`src/rtl/reduce_accum_stream.sv`:
```
// reduce_accum_stream: folds a frame of WIDTH-bit words (one per beat) into a
// column vector using AND / OR / XOR / NAND, then reduces that vector to one bit.
// The result is held on a valid/ready output until downstream takes it.
//
// Ports:
//   CLK, RST               clock, synchronous active-high reset
//   MODE                   operator select, sampled on the first beat of a frame
//   IN_VALID/IN_READY      input handshake; IN_DATA word, IN_LAST ends the frame
//   OUT_VALID/OUT_READY    result handshake
//   OUT_VEC, OUT_BIT       folded column vector and its reduction
//   OUT_CNT, OUT_OVF       words accepted (saturating) and frame-too-long flag
module reduce_accum_stream #(
  parameter int unsigned WIDTH     = 8,
  parameter int unsigned MAX_WORDS = 16,
  localparam int unsigned CNT_W    = $clog2(MAX_WORDS + 1)
) (
  input  logic             CLK,
  input  logic             RST,
  input  logic [1:0]       MODE,
  input  logic             IN_VALID,
  output logic             IN_READY,
  input  logic [WIDTH-1:0] IN_DATA,
  input  logic             IN_LAST,
  output logic             OUT_VALID,
  input  logic             OUT_READY,
  output logic [WIDTH-1:0] OUT_VEC,
  output logic             OUT_BIT,
  output logic [CNT_W-1:0] OUT_CNT,
  output logic             OUT_OVF
);

  typedef enum logic [1:0] {
    IDLE = 2'd0,
    ACC  = 2'd1,
    DONE = 2'd2
  } state_t;

  localparam logic [1:0] MODE_AND  = 2'b00;
  localparam logic [1:0] MODE_OR   = 2'b01;
  localparam logic [1:0] MODE_XOR  = 2'b10;
  localparam logic [1:0] MODE_NAND = 2'b11;

  state_t           state, state_next;
  logic [WIDTH-1:0] vec, vec_next;
  logic [CNT_W-1:0] cnt, cnt_next;
  logic             ovf, ovf_next;
  logic [1:0]       mode_q, mode_next;
  logic             beat;
  logic             handoff;

  // Column fold operator; NAND accumulates with AND and inverts only at the output.
  function automatic logic [WIDTH-1:0] fold(input logic [1:0] m,
                                            input logic [WIDTH-1:0] a,
                                            input logic [WIDTH-1:0] b);
    case (m)
      MODE_OR:  fold = a | b;
      MODE_XOR: fold = a ^ b;
      default:  fold = a & b;
    endcase
  endfunction

  // Handshake: both sides are forced low while reset is asserted.
  assign IN_READY  = ~RST & (state != DONE);
  assign OUT_VALID = ~RST & (state == DONE);
  assign beat      = IN_VALID & IN_READY;
  assign handoff   = OUT_VALID & OUT_READY;

  // State and accumulator registers.
  always_ff @(posedge CLK) begin
    if (RST) begin
      state  <= IDLE;
      vec    <= '0;
      cnt    <= '0;
      ovf    <= 1'b0;
      mode_q <= MODE_AND;
    end else begin
      state  <= state_next;
      vec    <= vec_next;
      cnt    <= cnt_next;
      ovf    <= ovf_next;
      mode_q <= mode_next;
    end
  end

  // Next-state and accumulator update.
  always_comb begin
    state_next = state;
    vec_next   = vec;
    cnt_next   = cnt;
    ovf_next   = ovf;
    mode_next  = mode_q;
    case (state)
      IDLE: begin
        if (beat) begin
          mode_next  = MODE;
          vec_next   = IN_DATA;
          cnt_next   = CNT_W'(1);
          ovf_next   = 1'b0;
          state_next = IN_LAST ? DONE : ACC;
        end
      end
      ACC: begin
        if (beat) begin
          vec_next = fold(mode_q, vec, IN_DATA);
          // Overflow means a word arrived when the count was already full.
          if (cnt == CNT_W'(MAX_WORDS)) begin
            ovf_next = 1'b1;
          end else begin
            cnt_next = cnt + CNT_W'(1);
          end
          state_next = IN_LAST ? DONE : ACC;
        end
      end
      DONE: begin
        if (handoff) begin
          state_next = IDLE;
        end
      end
      default: state_next = IDLE;
    endcase
  end

  // Result decode; everything reads zero outside DONE.
  always_comb begin
    OUT_VEC = '0;
    OUT_BIT = 1'b0;
    OUT_CNT = '0;
    OUT_OVF = 1'b0;
    if (state == DONE) begin
      OUT_CNT = cnt;
      OUT_OVF = ovf;
      case (mode_q)
        MODE_AND: begin
          OUT_VEC = vec;
          OUT_BIT = &vec;
        end
        MODE_OR: begin
          OUT_VEC = vec;
          OUT_BIT = |vec;
        end
        MODE_XOR: begin
          OUT_VEC = vec;
          OUT_BIT = ^vec;
        end
        default: begin
          OUT_VEC = ~vec;
          OUT_BIT = ~&vec;
        end
      endcase
    end
  end

endmodule

```
`config.mk`:
```
export PLATFORM = sky130hd
export DESIGN_NAME = reduce_accum_stream
export DESIGN_NICKNAME = d
export VERILOG_FILES = /design/src/rtl/reduce_accum_stream.sv
export SDC_FILE = /design/constraint.sdc
export NUM_CORES = 1
export LEC_CHECK = 0
export BUFFER_PORTS_ARGS = -buffer_cell sky130_fd_sc_hd__clkbuf_2
export CORE_MARGIN = 4
export CORE_UTILIZATION = 34
export CTS_BUF_LIST = sky130_fd_sc_hd__clkbuf_8
export CTS_CLUSTER_SIZE = 14
export DETAILED_ROUTE_END_ITERATION = 8
export GPL_ROUTABILITY_DRIVEN = 0
export HOLD_SLACK_MARGIN = 0.1
export PLACE_DENSITY = 0.52
export SLEW_MARGIN = 10
export SYNTH_ARGS = -nofsm -noshare
export SYNTH_HDL_FRONTEND = slang
export SYNTH_SLANG_ARGS = --single-unit
```
`constraint.sdc`:
```
create_clock -name CLK -period 2.1 [get_ports CLK]
set_clock_uncertainty 0.1 [all_clocks]
set_input_delay 0.315 -clock CLK [delete_from_list [all_inputs] [get_ports CLK]]
set_output_delay 0.315 -clock CLK [all_outputs]
set_load 0.02 [all_outputs]
```
==> qor.csv, run 1 <==
metric;value;unit
status;complete, no violations;
Top Usage Layer GRT;met2;
met1 GRT Util;19.3;%
Max Slew Vio Count;0;
root buffer cell;clkbuf_8;
Longest Clk Path Bufs;2;
Cells after Synth;204;
VDD IR-drop max;0.000236;V
grt total ovfl;0;
Area Growth Syn to Fin;32.3;%
peak fanout along the critical path;2;
Wirelength per Cell;13.8;um
Die Span Y;77.0;um
initial drt markers;62;
Synth Area in XOR/XNOR;5.95;%
leading area contributor after synthesis;ha_1;
final worst-path cycle share;99.6;%
Global Route met3 Usage;1.29;%
Worst R2R Path Depth;6;
min cycle time layout;2.09;ns
Initial Util;36.2;%
Pwr Total;1.01;mW
worst relative slew slack;72.6;%
pwr/cell area;469;nW/um2
clk_lat worst skew;0.26;ns
Post-Route WL;4190;um
num ports;32;
htree depth;1;
filler cell count;453;
largest net degree at the start of global routing;17;
Cell variety after synth;32;
die area;5930;um2
# rows;24;
Compound-Gate Fraction of Synth Area;17.2;%
mux share of post-synthesis cell area;1.24;%
unrepaired setup endpoints after global routing;yes;
post-synthesis sequential area ratio;22.3;%
CTS tree;yes;
Seq. cell area;370;um2
gr usage total;14.6;%
die width;77.0;um
Yosys reg bits;18;
clk slew on worst S/H paths;0.08;ns
CP arrival;1.68;ns
DP HPWL;3040;um
Core Box Area;4470;um2
Mapped Area;1620;um2
total negative slack;0;ns
Synth Warn #;0;
vias in the first global route;1502;
DRT antenna net count;0;
Final #Nets;297;
Yosys top cell area share;23.2;%
Least-Margin Pin Slew;0.400;ns
Via density;5.05;
n_diodes;0;
Worst setup endpoint;OUT_BIT;
R2R Path Start;cnt[0];
Hold-fix buffers, CTS;0;
R2R setup slack;0.26;ns
Crit. End Element;output port;
required time of the critical path;1.68;ns
via count;1529;
Num Clock Sinks;18;
endpoints failing setup;0;
share of layout cells above drive strength 1;34.7;%
post-synth net total;249;
GR Layer Usage met2;24.8;%
total of max-cap violations;0;
Adder-Cell Fraction of Synth Area;23.2;%
DRT Pass-1 Iters;4;
CP Launch Point;vec[3];
Final Hold Fails;0;
Pleak;0.931;nW
critical path startpoint category;flop;
Multi-input gate area;1230;um2
Worst R2R End;cnt[4];
largest family of logic cells by synthesized area;adder cells;
fmax;478;MHz
average size of a mapped cell;7.94;um2
Simple-Gate Fraction of Synth Area;22.6;%
first-pass GRT wire length;7080;um
port bufs;31;
initial antenna violation count;0;
critical path class;reg -> out;
top post-synthesis cells by area;ha_1 (23%), dfxtp_1 (22%), nor2_1 (8.1%);
DRC errors left;0;
number of buffers created by CTS;3;
min-delay worst type;in -> reg;
[Yosys cell counts]
library cell / count
nor2_1: 35
ha_1: 30
inv_1: 21
dfxtp_1: 18
nand2b_1: 12
xnor2_1: 10
a311oi_1: 9
clkbuf_1: 9
nand2_1: 9
o21ai_0: 8
o31ai_1: 8
a21oi_1: 6
and2_1: 3
nand3_1: 3
a211oi_1: 2
buf_2: 2
mux2i_1: 2
nor2b_1: 2
nor3_1: 2
a2111oi_0: 1
a21boi_1: 1
a221o_1: 1
a221oi_1: 1
a41oi_1: 1
and2b_1: 1
and4_1: 1
and4bb_4: 1
nand4_1: 1
nor3b_1: 1
nor4b_4: 1
o211a_1: 1
xor2_1: 1
[state kept, by name (all words and copies together) (netlist names)]
| register | cells |
|---|---|
| mode_q | 2 |
| state | 2 |
| vec | 8 |
| ovf | 1 |
| cnt | 5 |
[critical path, stage by stage (launching register included)]
cell and delay [ns]:
dfxtp_2 0.34, buf_6 0.12, ha_4 0.14, and4_4 0.14, a221o_1 0.34, a21oi_2 0.12
a211oi_2 0.04, buf_4 0.17
[cell type report]
cell class | count | share of cell area [%]
Clock buffer | 4 | 2.57
Inverter | 21 | 3.68
Multi-Input combinational cell | 154 | 57.7
Sequential cell | 18 | 17.3
Tap cell | 52 | 3.04
Timing Repair Buffer | 54 | 15.8
[worst min path at each step]
stage	from	end	slack [ns]	depth (start not counted)
after floorplan	IN_LAST	state[0]	0.33	1
after global placement	cnt[1]	cnt[1]	0.40	2
after detailed placement	cnt[4]	cnt[4]	0.40	1
after CTS	IN_LAST	state[0]	0.18	2
after global routing	IN_LAST	state[0]	0.18	2
final	IN_LAST	state[0]	0.19	2
[metal layers]
| metal | vias to the layer above | share of wire [%] |
|---|---|---|
| met5 | - | 0 |
| met4 | 0 | 1.2 |
| met3 | 4 | 4.1 |
| met2 | 38 | 48 |
| met1 | 700 | 47 |
| li1 | 787 | - |
[power breakdown]
part           internal, mW  switching [mW]
Combinational         0.154           0.164
Sequential            0.363          0.0179
Clock                 0.167           0.139
Total                 0.684           0.322
[cell usage in the layout (no fill, tap or decap), drive strengths merged]
cell	synthesis	routed
and4bb	1	1
o21ai	8	8
a21boi	1	1
nand2b	12	12
nand2	9	9
nor3	2	2
nor3b	1	1
a2111oi	1	1
nand3	3	3
xnor2	10	10
a221o	1	1
clkbuf	9	34
and4	1	1
a311oi	9	9
and2b	1	1
nor2	35	35
a221oi	1	1
mux2i	2	2
a21oi	6	6
o31ai	8	8
a41oi	1	1
o211a	1	1
nor4b	1	1
nor2b	2	2
ha	30	30
nand4	1	1
a211oi	2	2
inv	21	21
xor2	1	1
buf	2	24
and2	3	3
dfxtp	18	18
[per-stage QoR]
stage	worst slack, ns	instance area, um2	hold slack (ns)	std cells	utilization [%]
2_1_floorplan	0.164	1620	0.329	204	-
6_report	0.00827	2140	0.185	303	47.9
5_1_grt	-0.0950	2140	0.183	303	47.9
4_1_cts	-0.00443	2130	0.179	302	47.7
3_3_place_gp	0.0967	1900	0.403	288	42.4
3_5_place_dp	0.0682	1900	0.400	288	42.4
[logic make-up (layout without fill, tap and decap cells)]
kind of cell / count (synthesis) / count (layout)
adders and majority gates: 30 / 30
xor gates and xnor gates: 11 / 11
and+or+nand+nor: 72 / 72
muxes: 2 / 2
AOI/OAI and AO/OA: 39 / 39
DFF: 18 / 18
buffers and inverters: 32 / 79
[what timing repair did]
| action | CTS | global route |
|---|---|---|
| cloned | 0 | 0 |
| buffers inserted | 10 | 1 |
| resized for setup | 29 | 1 |
| endpoints found under the setup margin | 1 | 1 |
| pin swaps | 8 | 1 |
(Power assumes the default switching activity.)
==> run 2, diff against run 1 <==
--- a/config.mk
+++ b/config.mk
@@ -14,6 +14,7 @@
 export GPL_ROUTABILITY_DRIVEN = 0
 export HOLD_SLACK_MARGIN = 0.1
 export PLACE_DENSITY = 0.52
+export SETUP_SLACK_MARGIN = 0.2
 export SLEW_MARGIN = 10
 export SYNTH_ARGS = -nofsm -noshare
 export SYNTH_HDL_FRONTEND = slang
==> run 2 against run 1 <==
The flow now finishes with violations (negative setup slack). Maximum frequency fell by 2.2%. Count of clock-buffer cells in the layout is the same. Design area rose by 1.1%. Total power grew 0.12%. Via count fell by 2.7%. Final cell count is the same. Setup slack worse by 0.047 ns. Routed wire length fell by 4.1%. Critical path depth unchanged. Global-route usage decreased by 1.1 points. Largest power group unchanged.
==> qor.csv, run 2 (synthesis gave the netlist of run 1 again) <==
metric;value;unit
most frequent cells in the layout;nor2_1 (35), clkbuf_2 (30), ha_1 (23);
via count;1488;
num ports;32;
Worst path max stage delay;0.34;ns
Top reg by flops;vec;
HP Start;IN_LAST;
worst relative slew slack;70.6;%
total of max-cap violations;0;
CP Cell Sequence;buf_4 -> ha_2 -> and4_1 -> a221o_1 -> a21oi_2 -> a211oi_2 -> buf_4;
Least-Margin Pin Slew;0.440;ns
Pint;0.692;mW
clk_lat worst skew;0.26;ns
commonest non-fill, non-tap cell in the layout;nor2_1;
initial drt markers;45;
Area Growth Syn to Fin;33.7;%
total negative slack;-0.0385;ns
CP bufs+invs;2;
root buffer cell;clkbuf_8;
pwr/cell area;465;nW/um2
status;complete, but fails checks;
endpoints failing setup;1;
# rows;24;
fmax;468;MHz
required time of the critical path;1.68;ns
Clk network pwr share;29.4;%
Max Slew Vio Count;0;
Psw;0.315;mW
Final #Nets;297;
Final Hold Fails;0;
Final WS setup;-0.0385;ns
critical path startpoint category;flop;
dpl cell area;1900;um2
die area;5930;um2
filler cell count;437;
Core Box Area;4470;um2
clk slew on worst S/H paths;0.07;ns
initial antenna violation count;0;
Die Span Y;77.0;um
failing checks;negative setup slack;
Top delay family on crit path;compound AO/OA/AOI/OAI gates;
unrepaired setup endpoints after global routing;yes;
Flop pwr share;38.0;%
Initial Util;36.2;%
DP HPWL;3030;um
min cycle time layout;2.14;ns
Net Sw Frac;31.3;%
Post-Route WL;4010;um
peak fanout along the critical path;4;
gr usage total;13.5;%
CP arrival;1.72;ns
number of buffers created by CTS;3;
R2R Path Start;cnt[1];
Logic pwr share;32.6;%
first-pass GRT wire length;6560;um
Pleak;0.936;nW
htree depth;1;
Wirelength per Cell;13.2;um
share of layout cells above drive strength 1;37.5;%
Slowest cell on crit path;dfxtp_2;
largest net degree at the start of global routing;17;
CTS tree;yes;
Largest register FFs;8;
Via density;4.91;
VDD IR-drop max;0.000223;V
largest registers;vec (8), cnt (5);
grt total ovfl;0;
min-delay worst type;in -> reg;
vias in the first global route;1404;
final worst-path cycle share;102;%
CP dominant cell by count;buf_4;
Crit. End Element;output port;
Hold-fix buffers, CTS;0;
DRC errors left;0;
die width;77.0;um
final instance area;2160;um2
CP Launch Point;vec[6];
critical path class;reg -> out;
port bufs;31;
Longest Clk Path Bufs;2;
DRT Pass-1 Iters;4;
Num Clock Sinks;18;
n_diodes;0;
DRT antenna net count;0;
-- run 2: final cells by class --
type	instances	area (um2)	area share (%)
flip-flops and latches	18	375	17.3
clock buffers	4	55.1	2.54
multi-input cells	154	1250	57.9
inverters	21	78.8	3.64
well taps	52	65.1	3.01
repair buffers	54	338	15.6
-- run 2: layer usage --
metal / vias to the layer above / global-route usage [%] / part of all wire (%)
met5: - / 0 / 0
met4: 0 / 4.80 / 0.87
met3: 2 / 1.87 / 3.7
met2: 24 / 21.9 / 45
met1: 674 / 18.3 / 50
li1: 788 / - / -
-- run 2: stage by stage --
stage | util [%] | instances | setup WS [ns] | hold WS [ns] | total power [mW]
after floorplan | - | 204 | 0.214 | 0.329 | 0.558
after global placement | 42.5 | 289 | 0.0737 | 0.400 | 0.643
after detailed placement | 42.5 | 289 | 0.0616 | 0.402 | 0.641
after CTS | 47.8 | 302 | -0.0855 | 0.175 | 0.999
after global routing | 48.4 | 303 | -0.115 | 0.190 | 1.07
final | 48.4 | 303 | -0.0385 | 0.173 | 1.01
-- run 2: path summary, 6_finish.rpt --
kind,end,slack (ns),depth (start not counted)
max,OUT_BIT,-0.04,7
min reg2reg,cnt[0],0.38,1
min,state[0],0.17,2
max reg2reg,cnt[4],0.34,6
-- run 2: power by group through the flow --
| stage | Sequential (mW) | Combinational, mW | Clock (mW) |
|---|---|---|---|
| floorplan | 0.386 | 0.172 | 0 |
| global placement | 0.386 | 0.257 | 0 |
| detailed placement | 0.387 | 0.254 | 0 |
| CTS | 0.381 | 0.308 | 0.309 |
| global route | 0.386 | 0.364 | 0.322 |
| finish | 0.382 | 0.328 | 0.296 |
-- run 2: repair_timing --
action / in CTS / in global routing
setup buffers: 9 / 1
gates cloned: 0 / 0
pin swaps: 11 / 5
setup endpoints to repair: 11 / 12
gates resized for setup: 31 / 7
==> run 3, diff against run 2 <==
--- a/config.mk
+++ b/config.mk
@@ -8,12 +8,12 @@
 export BUFFER_PORTS_ARGS = -buffer_cell sky130_fd_sc_hd__clkbuf_2
 export CORE_MARGIN = 4
 export CORE_UTILIZATION = 34
-export CTS_BUF_LIST = sky130_fd_sc_hd__clkbuf_8
+export CTS_BUF_LIST = sky130_fd_sc_hd__clkbuf_16
 export CTS_CLUSTER_SIZE = 14
 export DETAILED_ROUTE_END_ITERATION = 8
 export GPL_ROUTABILITY_DRIVEN = 0
 export HOLD_SLACK_MARGIN = 0.1
-export PLACE_DENSITY = 0.52
+export PLACE_DENSITY = 0.54
 export SETUP_SLACK_MARGIN = 0.2
 export SLEW_MARGIN = 10
 export SYNTH_ARGS = -nofsm -noshare
==> constraint.sdc (replaced) <==
create_clock -name CLK -period 1.9 [get_ports CLK]
set_clock_uncertainty 0.1 [all_clocks]
set_input_delay 0.285 -clock CLK [delete_from_list [all_inputs] [get_ports CLK]]
set_output_delay 0.285 -clock CLK [all_outputs]
set_load 0.02 [all_outputs]
==> run 3 against run 2 <==
The flow still finishes with violations (negative setup slack). Final cell count down 1.7%. Combinational power up 9.1%. Clock power up 50%. Largest cell class unchanged. Largest power group is now the clock network. Non-clock buffer count down 5. Critical path type unchanged. Core utilization up 2.4 points. Global-route usage up 0.96 points. First-iteration DRC count up 29%. Sequential power up 13%.
==> qor.csv, run 3 (synthesis gave the netlist of run 1 again) <==
metric;value;unit
peak fanout along the critical path;4;
# rows;24;
Crit. End Element;output port;
Logic pwr share;29.1;%
most frequent cells in the layout;nor2_1 (35), buf_4 (24), ha_1 (22);
n_diodes;0;
Worst path max stage delay;0.37;ns
Flop pwr share;35.0;%
first-pass GRT wire length;7090;um
htree depth;1;
Net Sw Frac;30.3;%
port bufs;31;
Via density;5.08;
final cell count without fillers;298;
Psw;0.373;mW
Top reg by flops;vec;
commonest non-fill, non-tap cell in the layout;nor2_1;
DP HPWL;3140;um
die area;5930;um2
Seq. cell area;387;um2
num ports;32;
Clk network pwr share;36.0;%
Detail Route met2 WL;1890;um
CP Cell Sequence;ha_1 -> and4_1 -> a221o_1 -> a21oi_2 -> a211oi_2 -> buf_4;
Core Box Area;4470;um2
CP arrival;1.70;ns
share of layout cells above drive strength 1;39.8;%
worst relative slew slack;78.4;%
initial antenna violation count;0;
largest registers;vec (8), cnt (5);
Multi-input gate area;1300;um2
VDD IR-drop max;0.000283;V
Hold-fix buffers, CTS;0;
total of max-cap violations;0;
required time of the critical path;1.51;ns
critical path startpoint category;flop;
fmax;480;MHz
gr usage total;14.5;%
Die Span Y;77.0;um
number of buffers created by CTS;3;
grt total ovfl;0;
final worst-path cycle share;110;%
Least-Margin Pin Slew;0.317;ns
DRT antenna net count;0;
clk_lat worst skew;0.25;ns
Final #Nets;292;
min cycle time layout;2.08;ns
Slowest cell on crit path;dfxtp_4;
filler cell count;448;
Wirelength per Cell;14.4;um
root buffer cell;clkbuf_16;
Area Growth Syn to Fin;40.3;%
pwr/cell area;542;nW/um2
Pint;0.857;mW
Final WS setup;-0.183;ns
initial drt markers;58;
Final Hold Fails;0;
largest net degree at the start of global routing;21;
critical path class;reg -> out;
Num Clock Sinks;18;
CTS tree;yes;
failing checks;negative setup slack;
clk slew on worst S/H paths;0.06;ns
dpl cells;290;
Top Metal Used;met4;
vias in the first global route;1448;
die width;77.0;um
Post-Route WL;4300;um
WL met1;2210;um
unrepaired setup endpoints after global routing;yes;
endpoints failing setup;1;
min-delay worst type;in -> reg;
DRT Pass-1 Iters;4;
Max Slew Vio Count;0;
Core Util, Final;50.8;%
Largest register FFs;8;
DRC errors left;0;
via count;1514;
Longest Clk Path Bufs;2;
Pleak;0.948;nW
status;complete, but fails checks;
met3 wire len;154;um
Initial Util;36.2;%
[run 3: cell count changes in the layout (fill, tap and decap cells not counted), moves of 3 or more]
cell	previous run	this run
dfxtp_4	0	4
o21ai_0	8	3
dfxtp_2	12	9
clkbuf_16	0	4
o21ai_1	0	5
clkbuf_2	30	21
clkbuf_8	4	0
[run 3: timing repair]
item,in CTS,in global routing
setup buffers,1,2
setup endpoints to repair,18,26
gates cloned,0,1
resized for setup,22,42
pin swaps,1,6
endpoints found under the hold margin,0,0
[run 3: metrics by stage]
stage	worst slack (ns)	TNS [ns]	power, mW	area, um2	hold slack (ns)
6_report	-0.183	-0.183	1.23	2270	0.163
5_1_grt	-0.260	-0.260	1.30	2270	0.173
4_1_cts	-0.197	-0.197	1.19	2120	0.160
3_5_place_dp	0.0225	0	0.732	1970	0.407
3_3_place_gp	0.0513	0	0.732	1970	0.400
2_1_floorplan	0.156	0	0.639	1690	0.299
[run 3: worst max-delay path: cells and delay by family, from the launching register on]
| family | cells | cell delay [ns] |
|---|---|---|
| AOI/OAI and AO/OA | 3 | 0.48 |
| DFF | 1 | 0.37 |
| adders and majority gates | 1 | 0.21 |
| buffers and inverters | 1 | 0.16 |
| and+or+nand+nor | 1 | 0.23 |
[run 3: path summary, 6_finish.rpt]
path                            startpoint       end  slack (ns)  cells after the start
worst max-delay path                vec[0]   OUT_BIT       -0.18                      6
worst min-delay path               IN_LAST  state[0]        0.16                      2
worst max register to register      cnt[0]    cnt[4]        0.29                      6
worst min register to register      cnt[4]    cnt[4]        0.41                      1
[run 3: layout make-up]
cell class	instances	share of cell area (%)
multi-input cells	154	57.3
clock inverters	1	0.165
repair buffers	49	15.5
clock buffers	3	3.31
inverters	21	3.86
well taps	52	2.87
flip-flops and latches	18	17.0
[run 3: power groups by stage]
stage | clock network [mW] | logic [mW] | registers [mW]
final | 0.443 | 0.358 | 0.430
after global routing | 0.464 | 0.399 | 0.434
after CTS | 0.450 | 0.314 | 0.427
after detailed placement | 0 | 0.297 | 0.435
after global placement | 0 | 0.298 | 0.434
after floorplan | 0 | 0.208 | 0.431
[run 3: layer usage]
| metal | global-route usage [%] | up-vias |
|---|---|---|
| met1 | 20.0 | 702 |
| met2 | 23.2 | 27 |
| met3 | 2.46 | 6 |
| met5 | 0 | - |
| li1 | - | 779 |
| met4 | 3.91 | 0 |
